### src/rtl/acc_icb_bridge.sv
// acc_icb_bridge: ICB slave that fronts an accelerator's CTRL/STATUS
// registers and its three SRAM banks (IFM, WHT, RES). One outstanding
// transaction at a time. While the core is busy it owns the SRAM pins and
// bus SRAM accesses are stalled; register accesses are always served.
// Optional feature macro: ACC_ICB_ERR_EN. When defined, unmapped offsets and
// STATUS writes with wdata[1]=0 answer with icb_rsp_err=1.
module acc_icb_bridge #(
  parameter int AW = 32,
  parameter int DW = 32,
  parameter int RAW = 14,
  parameter logic [AW-1:0] BASE_ADDR = 32'h1010_0000,
  localparam int MW = DW / 8
) (
  input  logic           clk,
  input  logic           rst_n,
  // ICB command channel
  input  logic           icb_cmd_valid,
  output logic           icb_cmd_ready,
  input  logic           icb_cmd_read,
  input  logic [AW-1:0]  icb_cmd_addr,
  input  logic [DW-1:0]  icb_cmd_wdata,
  input  logic [MW-1:0]  icb_cmd_wmask,
  // ICB response channel
  output logic           icb_rsp_valid,
  input  logic           icb_rsp_ready,
  output logic           icb_rsp_err,
  output logic [DW-1:0]  icb_rsp_rdata,
  // core control / status
  output logic [DW-1:0]  ctrl_o,
  output logic           start_o,
  input  logic           core_busy_i,
  input  logic           core_done_i,
  // IFM bank
  output logic           ifm_cs,
  output logic           ifm_we,
  output logic [MW-1:0]  ifm_wem,
  output logic [RAW-1:0] ifm_addr,
  output logic [DW-1:0]  ifm_wdata,
  input  logic [DW-1:0]  ifm_rdata,
  input  logic           c_ifm_cs,
  input  logic           c_ifm_we,
  input  logic [MW-1:0]  c_ifm_wem,
  input  logic [RAW-1:0] c_ifm_addr,
  input  logic [DW-1:0]  c_ifm_wdata,
  // WHT bank
  output logic           wht_cs,
  output logic           wht_we,
  output logic [MW-1:0]  wht_wem,
  output logic [RAW-1:0] wht_addr,
  output logic [DW-1:0]  wht_wdata,
  input  logic [DW-1:0]  wht_rdata,
  input  logic           c_wht_cs,
  input  logic           c_wht_we,
  input  logic [MW-1:0]  c_wht_wem,
  input  logic [RAW-1:0] c_wht_addr,
  input  logic [DW-1:0]  c_wht_wdata,
  // RES bank
  output logic           res_cs,
  output logic           res_we,
  output logic [MW-1:0]  res_wem,
  output logic [RAW-1:0] res_addr,
  output logic [DW-1:0]  res_wdata,
  input  logic [DW-1:0]  res_rdata,
  input  logic           c_res_cs,
  input  logic           c_res_we,
  input  logic [MW-1:0]  c_res_wem,
  input  logic [RAW-1:0] c_res_addr,
  input  logic [DW-1:0]  c_res_wdata
);

  typedef enum logic [1:0] {
    IDLE = 2'd0,
    RDW  = 2'd1,
    RSP  = 2'd2
  } state_t;

  localparam logic [1:0] REG_REGION = 2'b00;
  localparam logic [1:0] IFM_REGION = 2'b01;
  localparam logic [1:0] WHT_REGION = 2'b10;
  localparam logic [1:0] RES_REGION = 2'b11;

  state_t state;
  state_t state_nxt;

  logic [19:0]    off;
  logic [1:0]     region;
  logic [RAW-1:0] word_addr;
  logic           in_win;
  logic           is_sram;
  logic           sel_ctrl;
  logic           sel_status;
  logic           sel_unmap;
  logic           accept;
  logic           done;
  logic [1:0]     rd_bank;
  logic [DW-1:0]  acc_rdata;
  logic           acc_err;
  logic [DW-1:0]  bank_rdata;
  logic           ctrl_wr;
  logic           status_clr;

  // Address decode of the current command.
  always_comb begin
    off        = icb_cmd_addr[19:0];
    region     = off[19:18];
    word_addr  = icb_cmd_addr[RAW+1:2];
    in_win     = (icb_cmd_addr[AW-1:20] == BASE_ADDR[AW-1:20]);
    is_sram    = (region != REG_REGION);
    sel_ctrl   = (off == 20'h00004);
    sel_status = (off == 20'h00008);
    sel_unmap  = !is_sram && !sel_ctrl && !sel_status;
  end

  // FSM state register.
  always_ff @(posedge clk or negedge rst_n) begin
    if (!rst_n) begin
      state <= IDLE;
    end else begin
      state <= state_nxt;
    end
  end

  // FSM next-state: SRAM reads take an extra cycle for the synchronous read.
  always_comb begin
    state_nxt = state;
    case (state)
      IDLE: begin
        if (accept) begin
          if (icb_cmd_read && is_sram) begin
            state_nxt = RDW;
          end else begin
            state_nxt = RSP;
          end
        end else begin
          state_nxt = IDLE;
        end
      end
      RDW: state_nxt = RSP;
      RSP: begin
        if (icb_rsp_ready) begin
          state_nxt = IDLE;
        end else begin
          state_nxt = RSP;
        end
      end
      default: state_nxt = IDLE;
    endcase
  end

  // FSM outputs: SRAM accesses stall while the core owns the banks.
  always_comb begin
    icb_cmd_ready = 1'b0;
    icb_rsp_valid = 1'b0;
    case (state)
      IDLE:    icb_cmd_ready = in_win && !(is_sram && core_busy_i);
      RDW:     icb_rsp_valid = 1'b0;
      RSP:     icb_rsp_valid = 1'b1;
      default: icb_rsp_valid = 1'b0;
    endcase
  end

  assign accept     = icb_cmd_valid && icb_cmd_ready;
  assign ctrl_wr    = accept && sel_ctrl && !icb_cmd_read;
  assign status_clr = accept && sel_status && !icb_cmd_read && icb_cmd_wdata[1];

  // Bank pin mux: core when busy, otherwise the accepted bus command.
  always_comb begin
    ifm_cs = 1'b0;  ifm_we = 1'b0;  ifm_wem = {MW{1'b0}};
    ifm_addr = {RAW{1'b0}};  ifm_wdata = {DW{1'b0}};
    wht_cs = 1'b0;  wht_we = 1'b0;  wht_wem = {MW{1'b0}};
    wht_addr = {RAW{1'b0}};  wht_wdata = {DW{1'b0}};
    res_cs = 1'b0;  res_we = 1'b0;  res_wem = {MW{1'b0}};
    res_addr = {RAW{1'b0}};  res_wdata = {DW{1'b0}};
    if (core_busy_i) begin
      ifm_cs = c_ifm_cs;  ifm_we = c_ifm_we;  ifm_wem = c_ifm_wem;
      ifm_addr = c_ifm_addr;  ifm_wdata = c_ifm_wdata;
      wht_cs = c_wht_cs;  wht_we = c_wht_we;  wht_wem = c_wht_wem;
      wht_addr = c_wht_addr;  wht_wdata = c_wht_wdata;
      res_cs = c_res_cs;  res_we = c_res_we;  res_wem = c_res_wem;
      res_addr = c_res_addr;  res_wdata = c_res_wdata;
    end else begin
      ifm_cs = accept && (region == IFM_REGION);
      wht_cs = accept && (region == WHT_REGION);
      res_cs = accept && (region == RES_REGION);
      ifm_we = ifm_cs && !icb_cmd_read;
      wht_we = wht_cs && !icb_cmd_read;
      res_we = res_cs && !icb_cmd_read;
      ifm_wem = ifm_we ? icb_cmd_wmask : {MW{1'b0}};
      wht_wem = wht_we ? icb_cmd_wmask : {MW{1'b0}};
      res_wem = res_we ? icb_cmd_wmask : {MW{1'b0}};
      ifm_addr = ifm_cs ? word_addr : {RAW{1'b0}};
      wht_addr = wht_cs ? word_addr : {RAW{1'b0}};
      res_addr = res_cs ? word_addr : {RAW{1'b0}};
      ifm_wdata = ifm_we ? icb_cmd_wdata : {DW{1'b0}};
      wht_wdata = wht_we ? icb_cmd_wdata : {DW{1'b0}};
      res_wdata = res_we ? icb_cmd_wdata : {DW{1'b0}};
    end
  end

  // Immediate response data for register accesses and writes.
  always_comb begin
    acc_rdata = {DW{1'b0}};
    if (!icb_cmd_read || is_sram || sel_unmap) begin
      acc_rdata = {DW{1'b0}};
    end else if (sel_ctrl) begin
      acc_rdata = ctrl_o;
    end else begin
      acc_rdata = {{(DW-2){1'b0}}, done, core_busy_i};
    end
  end

  // Error flag for the accepted command.
  always_comb begin
`ifdef ACC_ICB_ERR_EN
    acc_err = sel_unmap || (sel_status && !icb_cmd_read && !icb_cmd_wdata[1]);
`else
    acc_err = 1'b0;
`endif
  end

  // Read-data select for the bank latched at accept.
  always_comb begin
    case (rd_bank)
      IFM_REGION: bank_rdata = ifm_rdata;
      WHT_REGION: bank_rdata = wht_rdata;
      RES_REGION: bank_rdata = res_rdata;
      default:    bank_rdata = {DW{1'b0}};
    endcase
  end

  // Response holding registers: loaded at accept, SRAM data loaded in RDW.
  always_ff @(posedge clk or negedge rst_n) begin
    if (!rst_n) begin
      icb_rsp_rdata <= {DW{1'b0}};
      icb_rsp_err   <= 1'b0;
      rd_bank       <= 2'b00;
    end else if (accept) begin
      icb_rsp_rdata <= acc_rdata;
      icb_rsp_err   <= acc_err;
      rd_bank       <= region;
    end else if (state == RDW) begin
      icb_rsp_rdata <= bank_rdata;
    end else begin
      icb_rsp_rdata <= icb_rsp_rdata;
    end
  end

  // CTRL register with byte-mask update and start pulse on bit0 written as 1.
  always_ff @(posedge clk or negedge rst_n) begin
    if (!rst_n) begin
      ctrl_o  <= {DW{1'b0}};
      start_o <= 1'b0;
    end else begin
      start_o <= ctrl_wr && icb_cmd_wmask[0] && icb_cmd_wdata[0];
      if (ctrl_wr) begin
        for (int i = 0; i < MW; i++) begin
          if (icb_cmd_wmask[i]) begin
            ctrl_o[8*i +: 8] <= icb_cmd_wdata[8*i +: 8];
          end
        end
      end
    end
  end

  // Sticky done flag; a done pulse beats a simultaneous W1C clear.
  always_ff @(posedge clk or negedge rst_n) begin
    if (!rst_n) begin
      done <= 1'b0;
    end else if (core_done_i) begin
      done <= 1'b1;
    end else if (status_clr) begin
      done <= 1'b0;
    end else begin
      done <= done;
    end
  end

endmodule

### config.mk
export PLATFORM = sky130hd
export DESIGN_NAME = acc_icb_bridge
export DESIGN_NICKNAME = d
export VERILOG_FILES = /design/src/rtl/acc_icb_bridge.sv
export SDC_FILE = /design/constraint.sdc
export NUM_CORES = 1
export LEC_CHECK = 0
export BUFFER_PORTS_ARGS = -buffer_cell sky130_fd_sc_hd__buf_4
export CAP_MARGIN = 25
export CORE_AREA = 2 2 212 214
export CTS_BUF_LIST = sky130_fd_sc_hd__clkbuf_16
export DETAILED_ROUTE_END_ITERATION = 8
export DIE_AREA = 0 0 214 216
export PLACE_DENSITY = 0.43
export RECOVER_POWER = 50
export SKIP_LAST_GASP = 1
export SLEW_MARGIN = 20
export SYNTH_ARGS = -nofsm -noshare
export SYNTH_HDL_FRONTEND = slang
export SYNTH_SLANG_ARGS = --single-unit
export TNS_END_PERCENT = 100
### constraint.sdc
create_clock -name clk -period 4.45 [get_ports clk]
set_input_delay 1.335 -clock clk [delete_from_list [all_inputs] [get_ports clk]]
set_output_delay 1.335 -clock clk [all_outputs]
set_load 0.05 [all_outputs]
Word-level counts from Yosys, hierarchy flattened
Cells that the tools add are included.
Storage, ports and cells
  register bits after elaboration: 70
  latch bits: 0
  memory bits (writable): 0
  memory bits (read-only): 0
  output and inout bits: 224
  logic and storage cells: 91
  memories kept: 0
Cells by class
  add/sub/neg operators: 0
  $mul: 0
  div/mod/pow operators: 0
  $lt $le $gt $ge: 0
  equal/unequal tests: 11
  shifts and indexed selects: 0
  muxes and demuxes: 37
  bitwise logic cells: 0
  reductions and logical operators: 34
Operators with widths (count)
  32-bit two-way mux: 10
  32-bit case mux with 3 select lines: 1
  14-bit two-way mux: 6
  4-bit two-way mux: 6
  20-bit by 3-bit equality test with 1-bit output, second input constant: 1
  20-bit by 4-bit equality test with 1-bit output, second input constant: 1
  1-bit logical AND: 19
  12-bit by 9-bit equality test with 1-bit output, second input constant: 1
  2-bit equality test, second input constant: 5
  1-bit two-way mux: 10
  2-bit AND reduction: 4
  2-bit by 1-bit equality test with 1-bit output, second input constant: 3
  2-bit two-way mux: 3
  2-bit case mux with 3 select lines: 1
  2-bit nonzero test: 3
  1-bit zero test: 5
  2-bit zero test: 1
  1-bit logical OR: 2

Depth between registers and ports, before layout
  depth after elaboration: 11
  depth in mapped cells: 7

Worst setup path before layout
OpenSTA, ideal clock, no wires.
  path kind: input-to-output
  start point: in icb_cmd_addr[25]
  end point: out res_wdata[25]
  arrival: 3.482 ns
  path slack: -0.367 ns
  cell stages on the path: 5
  path buffers: 1
  cells stage by stage: or4_4 > nor3_4 > nor4b_4 > buf_6 > a22o_1
On the way
  longest elaborated chain between the ends: 8
Ends and longest elaborated chain
  start, declared: RTL line 20  | input logic [AW-1:0] icb_cmd_addr,
  12-bit by 9-bit equality test with 1-bit output: RTL line 107  | in_win = (icb_cmd_addr[AW-1:20] == BASE_ADDR[AW-1:20]);
  1-bit logical AND: RTL line 155  | IDLE: icb_cmd_ready = in_win && !(is_sram && core_busy_i);
  1-bit two-way mux: RTL line 154  | case (state)
  1-bit logical AND: RTL line 162  | assign accept = icb_cmd_valid && icb_cmd_ready;
  1-bit logical AND: RTL line 184  | res_cs = accept && (region == RES_REGION);
  1-bit logical AND: RTL line 187  | res_we = res_cs && !icb_cmd_read;
  32-bit two-way mux: RTL line 196  | res_wdata = res_we ? icb_cmd_wdata : {DW{1'b0}};
  32-bit two-way mux: RTL line 174  | if (core_busy_i) begin
  end, declared: RTL line 62  | output logic [DW-1:0] res_wdata,
Every way passes these cells.

Final worst setup path
  start point: in icb_cmd_addr[24]
  end point: out wht_wdata[31]
On the way
  longest elaborated chain between the ends: 8
Ends and longest elaborated chain
  12-bit by 9-bit equality test with 1-bit output: RTL line 107
  1-bit logical AND: RTL line 155
  1-bit two-way mux: RTL line 154
  1-bit logical AND: RTL line 162
  1-bit logical AND: RTL line 183  | wht_cs = accept && (region == WHT_REGION);
  1-bit logical AND: RTL line 186  | wht_we = wht_cs && !icb_cmd_read;
  32-bit two-way mux: RTL line 195  | wht_wdata = wht_we ? icb_cmd_wdata : {DW{1'b0}};
  32-bit two-way mux: RTL line 174
  end, declared: RTL line 50  | output logic [DW-1:0] wht_wdata,
Every way passes these cells.

==> impl_metrics.env <==
export IMPL_status="finished, violations left"
export IMPL_violations="setup timing"
export IMPL_io_pins=551
export IMPL_min_period_over_period=1.064
export IMPL_netlist_instances=544
export IMPL_cts_root_buf="clkbuf_16"
export IMPL_netlist_area_sq_mm=0.005767
export IMPL_hpwl_um=28510
export IMPL_yosysUniqueCellTypes=36
export IMPL_leakage_nw=6.163
export IMPL_p_seq_frac=0.260
export IMPL_synthesis_nets=871
export IMPL_endpoint_kind="output port"
export IMPL_antenna_found_initial=0
export IMPL_area_growth_pct=130.0
export IMPL_fin_ws_ps=-284.6
export IMPL_yosysTopAreaCell="dfrtp_1"
export IMPL_r2r_worst_path_cells=4
export IMPL_drt_total_wl_um=38610
export IMPL_drtAntennaViolNets=0
export IMPL_grt_max_degree=75
export IMPL_cap_violations=0
export IMPL_die_h_um=216
export IMPL_gp_congestion=0.8504
export IMPL_ys_top_cells_by_area="dfrtp_1 (30%), a22o_1 (28%), mux2_2 (12%), mux2i_1 (11%), nand3_1 (2.9%)"
export IMPL_via_per_inst=4.272
export IMPL_critical_path_required_ps=3120
export IMPL_synth_top_cell_area_share=0.3038
export IMPL_drt_iter0_drc=260
export IMPL_slew_headroom=0.01664
export IMPL_crit_path_start_kind="input port"
export IMPL_cts_sinks=70
export IMPL_path_max_fanout=17
export IMPL_hold_path_class="reg2reg"
export IMPL_clk_pin_slew_ps=70
export IMPL_remaining_drc_errors=0
export IMPL_ys_seq_elements=70
export IMPL_dp_cells=1659
export IMPL_intPower_mw=1.617
export IMPL_rows=77
export IMPL_combPwrFrac=0.408
export IMPL_yosys_warnings=0
export IMPL_grt_overflow=0
export IMPL_ys_seq_area_frac=0.3038
export IMPL_clock_power_share=0.332
export IMPL_h_tree_depth=3
export IMPL_avgRoutedWirePerCell_um=22.69
export IMPL_final_setup_viol_count=156
export IMPL_power_density_mw_per_mm2=184.5
export IMPL_switchingPower_mw=0.8291
export IMPL_critPathArrivalTime_ps=3400
export IMPL_num_vias=7271
export IMPL_coreArea_sq_mm=0.04384
export IMPL_holdBufCountCts=0
export IMPL_hold_viol_final=0
export IMPL_grtUsageTotal=0.1580
export IMPL_fin_crit_ps=4735
export IMPL_layout_cells_non_filler=1702
export IMPL_vdd_drop_max_uv=140.1
export IMPL_switching_share=0.3390
export IMPL_clkLatencyLatePin_ps=350
export IMPL_start_util=0.1316
export IMPL_die_area_sq_mm=0.04622
export IMPL_dp_slack_ps=-365.8
export IMPL_fin_setup_tns_ps=-26980
export IMPL_rsz0062_at_grt="yes"
export IMPL_grt_pass1_wl_um=54020
export IMPL_dieWidth_um=214
export IMPL_cts_tree="yes"
export IMPL_hold_path_cell_count=1
export IMPL_drive_above_1_share=0.7484
export IMPL_grt_pass1_vias=7819
export IMPL_fin_skew_ps=8.733
export IMPL_drt_pass1_iter_count=4
export IMPL_tightest_slew_ps=1475
export IMPL_io_buffers=549
export IMPL_critPathKind="in2out"
export IMPL_cts_buffers=9
export IMPL_cts_buffer_depth=2
export IMPL_max_freq_mhz=211.2
export IMPL_syn_avg_cell_area_sq_um=10.60
export IMPL_fin_nets=1431
export IMPL_slew_violations=0
[routing by layer]
metal	wire length (um)	track usage	vias up	part of all wire
met3	1823	0.03157	33	0.047
met1	16120	0.1912	3582	0.42
met5	0	0	-	0
met2	19920	0.2835	302	0.52
met4	749	0.04196	0	0.019
li1	-	-	3354	-
[per-stage QoR]
step                total power, mW  utilization  hold WS (ps)  cell area [sq um]
floorplan                     1.123            -         450.0               6817
global placement              1.560       0.2684         469.7              11760
detailed placement            1.561       0.2684         475.8              11760
CTS                           2.462       0.2986         491.5              13090
global route                  2.544       0.3025         513.0              13260
finish                        2.446       0.3025         488.0              13260
[power groups by stage]
stage	logic, mW	registers [mW]	clock network, mW
floorplan	0.475	0.648	0
global placement	0.911	0.649	0
detailed placement	0.912	0.649	0
CTS	0.976	0.637	0.849
global route	1.04	0.637	0.869
finish	0.998	0.637	0.811
[worst paths after layout]
path | start | to | slack, ps
min | done$_DFFE_PN0P_ | done$_DFFE_PN0P_ | 490
max reg2reg | rd_bank[1]$_DFFE_PN0P_ | icb_rsp_rdata[1]$_DFFE_PN0P_ | 1800
max in group asynchronous | rst_n | icb_rsp_rdata[27]$_DFFE_PN0P_ | 1400
min reg2reg | done$_DFFE_PN0P_ | done$_DFFE_PN0P_ | 490
min in group asynchronous | rst_n | icb_rsp_rdata[24]$_DFFE_PN0P_ | 1320
max | icb_cmd_addr[24] | wht_wdata[31] | -280
[cell families (layout without fill, tap and decap cells)]
family | Yosys count | after routing | share of synthesized area
AOI/OAI and AO/OA | 193 | 193 | 0.2914
buffers and inverters | 63 | 628 | 0.05055
DFF | 70 | 70 | 0.3038
muxes | 130 | 130 | 0.2400
other | 1 | 2 | 0.0006503
and+or+nand+nor | 87 | 87 | 0.1137
[worst max-delay path, stage by stage]
cell and delay [ps]:
buf_4 110, or4_4 530, or4b_4 530, nor3_4 200, buf_4 150, buf_12 180
a22o_2 160, buf_4 190
[cell usage in the layout (no fill, tap or decap), types with 2 or more instances in the layout]
master     netlist  routed
a22o_4           0     108
nand4_4          4       4
nor2_1           5       4
buf_16           0       6
nand2_1          3       3
clkinv_4         0       2
mux2_1           7       7
nand3_1         33      33
nand2b_1         2       2
nor3_4           2       2
nor2b_4          0       2
inv_1            3       3
dfrtp_2          0       2
or4_4            2       2
clkbuf_16        0      12
mux2i_1         64      64
a22o_2           0      42
nor2b_1          8       6
nor4b_4          2       2
a22o_1         184      34
buf_4            4     435
nor4_4           1       3
nor4_1           6       5
or4b_1           3       2
buf_6            3      20
clkbuf_1        39      34
dfrtp_1         70      68
a21o_4           0       6
mux2_2          59      59
clkinv_2         0       2
nand4_1          3       3
buf_8            0      92
or4_1            4       4
bufinv_16        0       2
buf_12           0      18
[sequential cells by signal, summed over array words and instances (netlist names)]
register,count
done,1
state,2
ctrl_o,32
icb_rsp_rdata,32
rd_bank,2
start_o,1
[cell usage after synthesis, drive strengths merged]
library cell / instances
buf: 21
inv: 3
or2: 1
nor3: 3
and2: 1
or4b: 3
a21o: 7
nand3: 33
or3: 1
o21a: 1
a211o: 1
mux2i: 64
nand2b: 2
or4: 6
dfrtp: 70
and4: 1
nor4b: 3
and3: 1
nand4: 7
nor4: 9
conb: 1
nor2: 5
mux2: 66
a22o: 184
nand2: 3
nor2b: 8
clkbuf: 39
[timing repair]
action,4_1_cts,5_1_grt
gates resized for setup,160,78
setup endpoints to repair,156,156
pin swaps,4,2
gates cloned,9,3
setup buffers,15,4
[area by class of cell]
type | instances | area [sq um]
clock inverters | 7 | 96.34
diodes | 1 | 2.502
multi-input cells | 411 | 4826
fillers | 4559 | 30570
inverters | 3 | 11.26
clock buffers | 9 | 225.2
flip-flops and latches | 70 | 1754
repair buffers | 609 | 5605
well taps | 592 | 740.7
(Power assumes the default switching activity.)
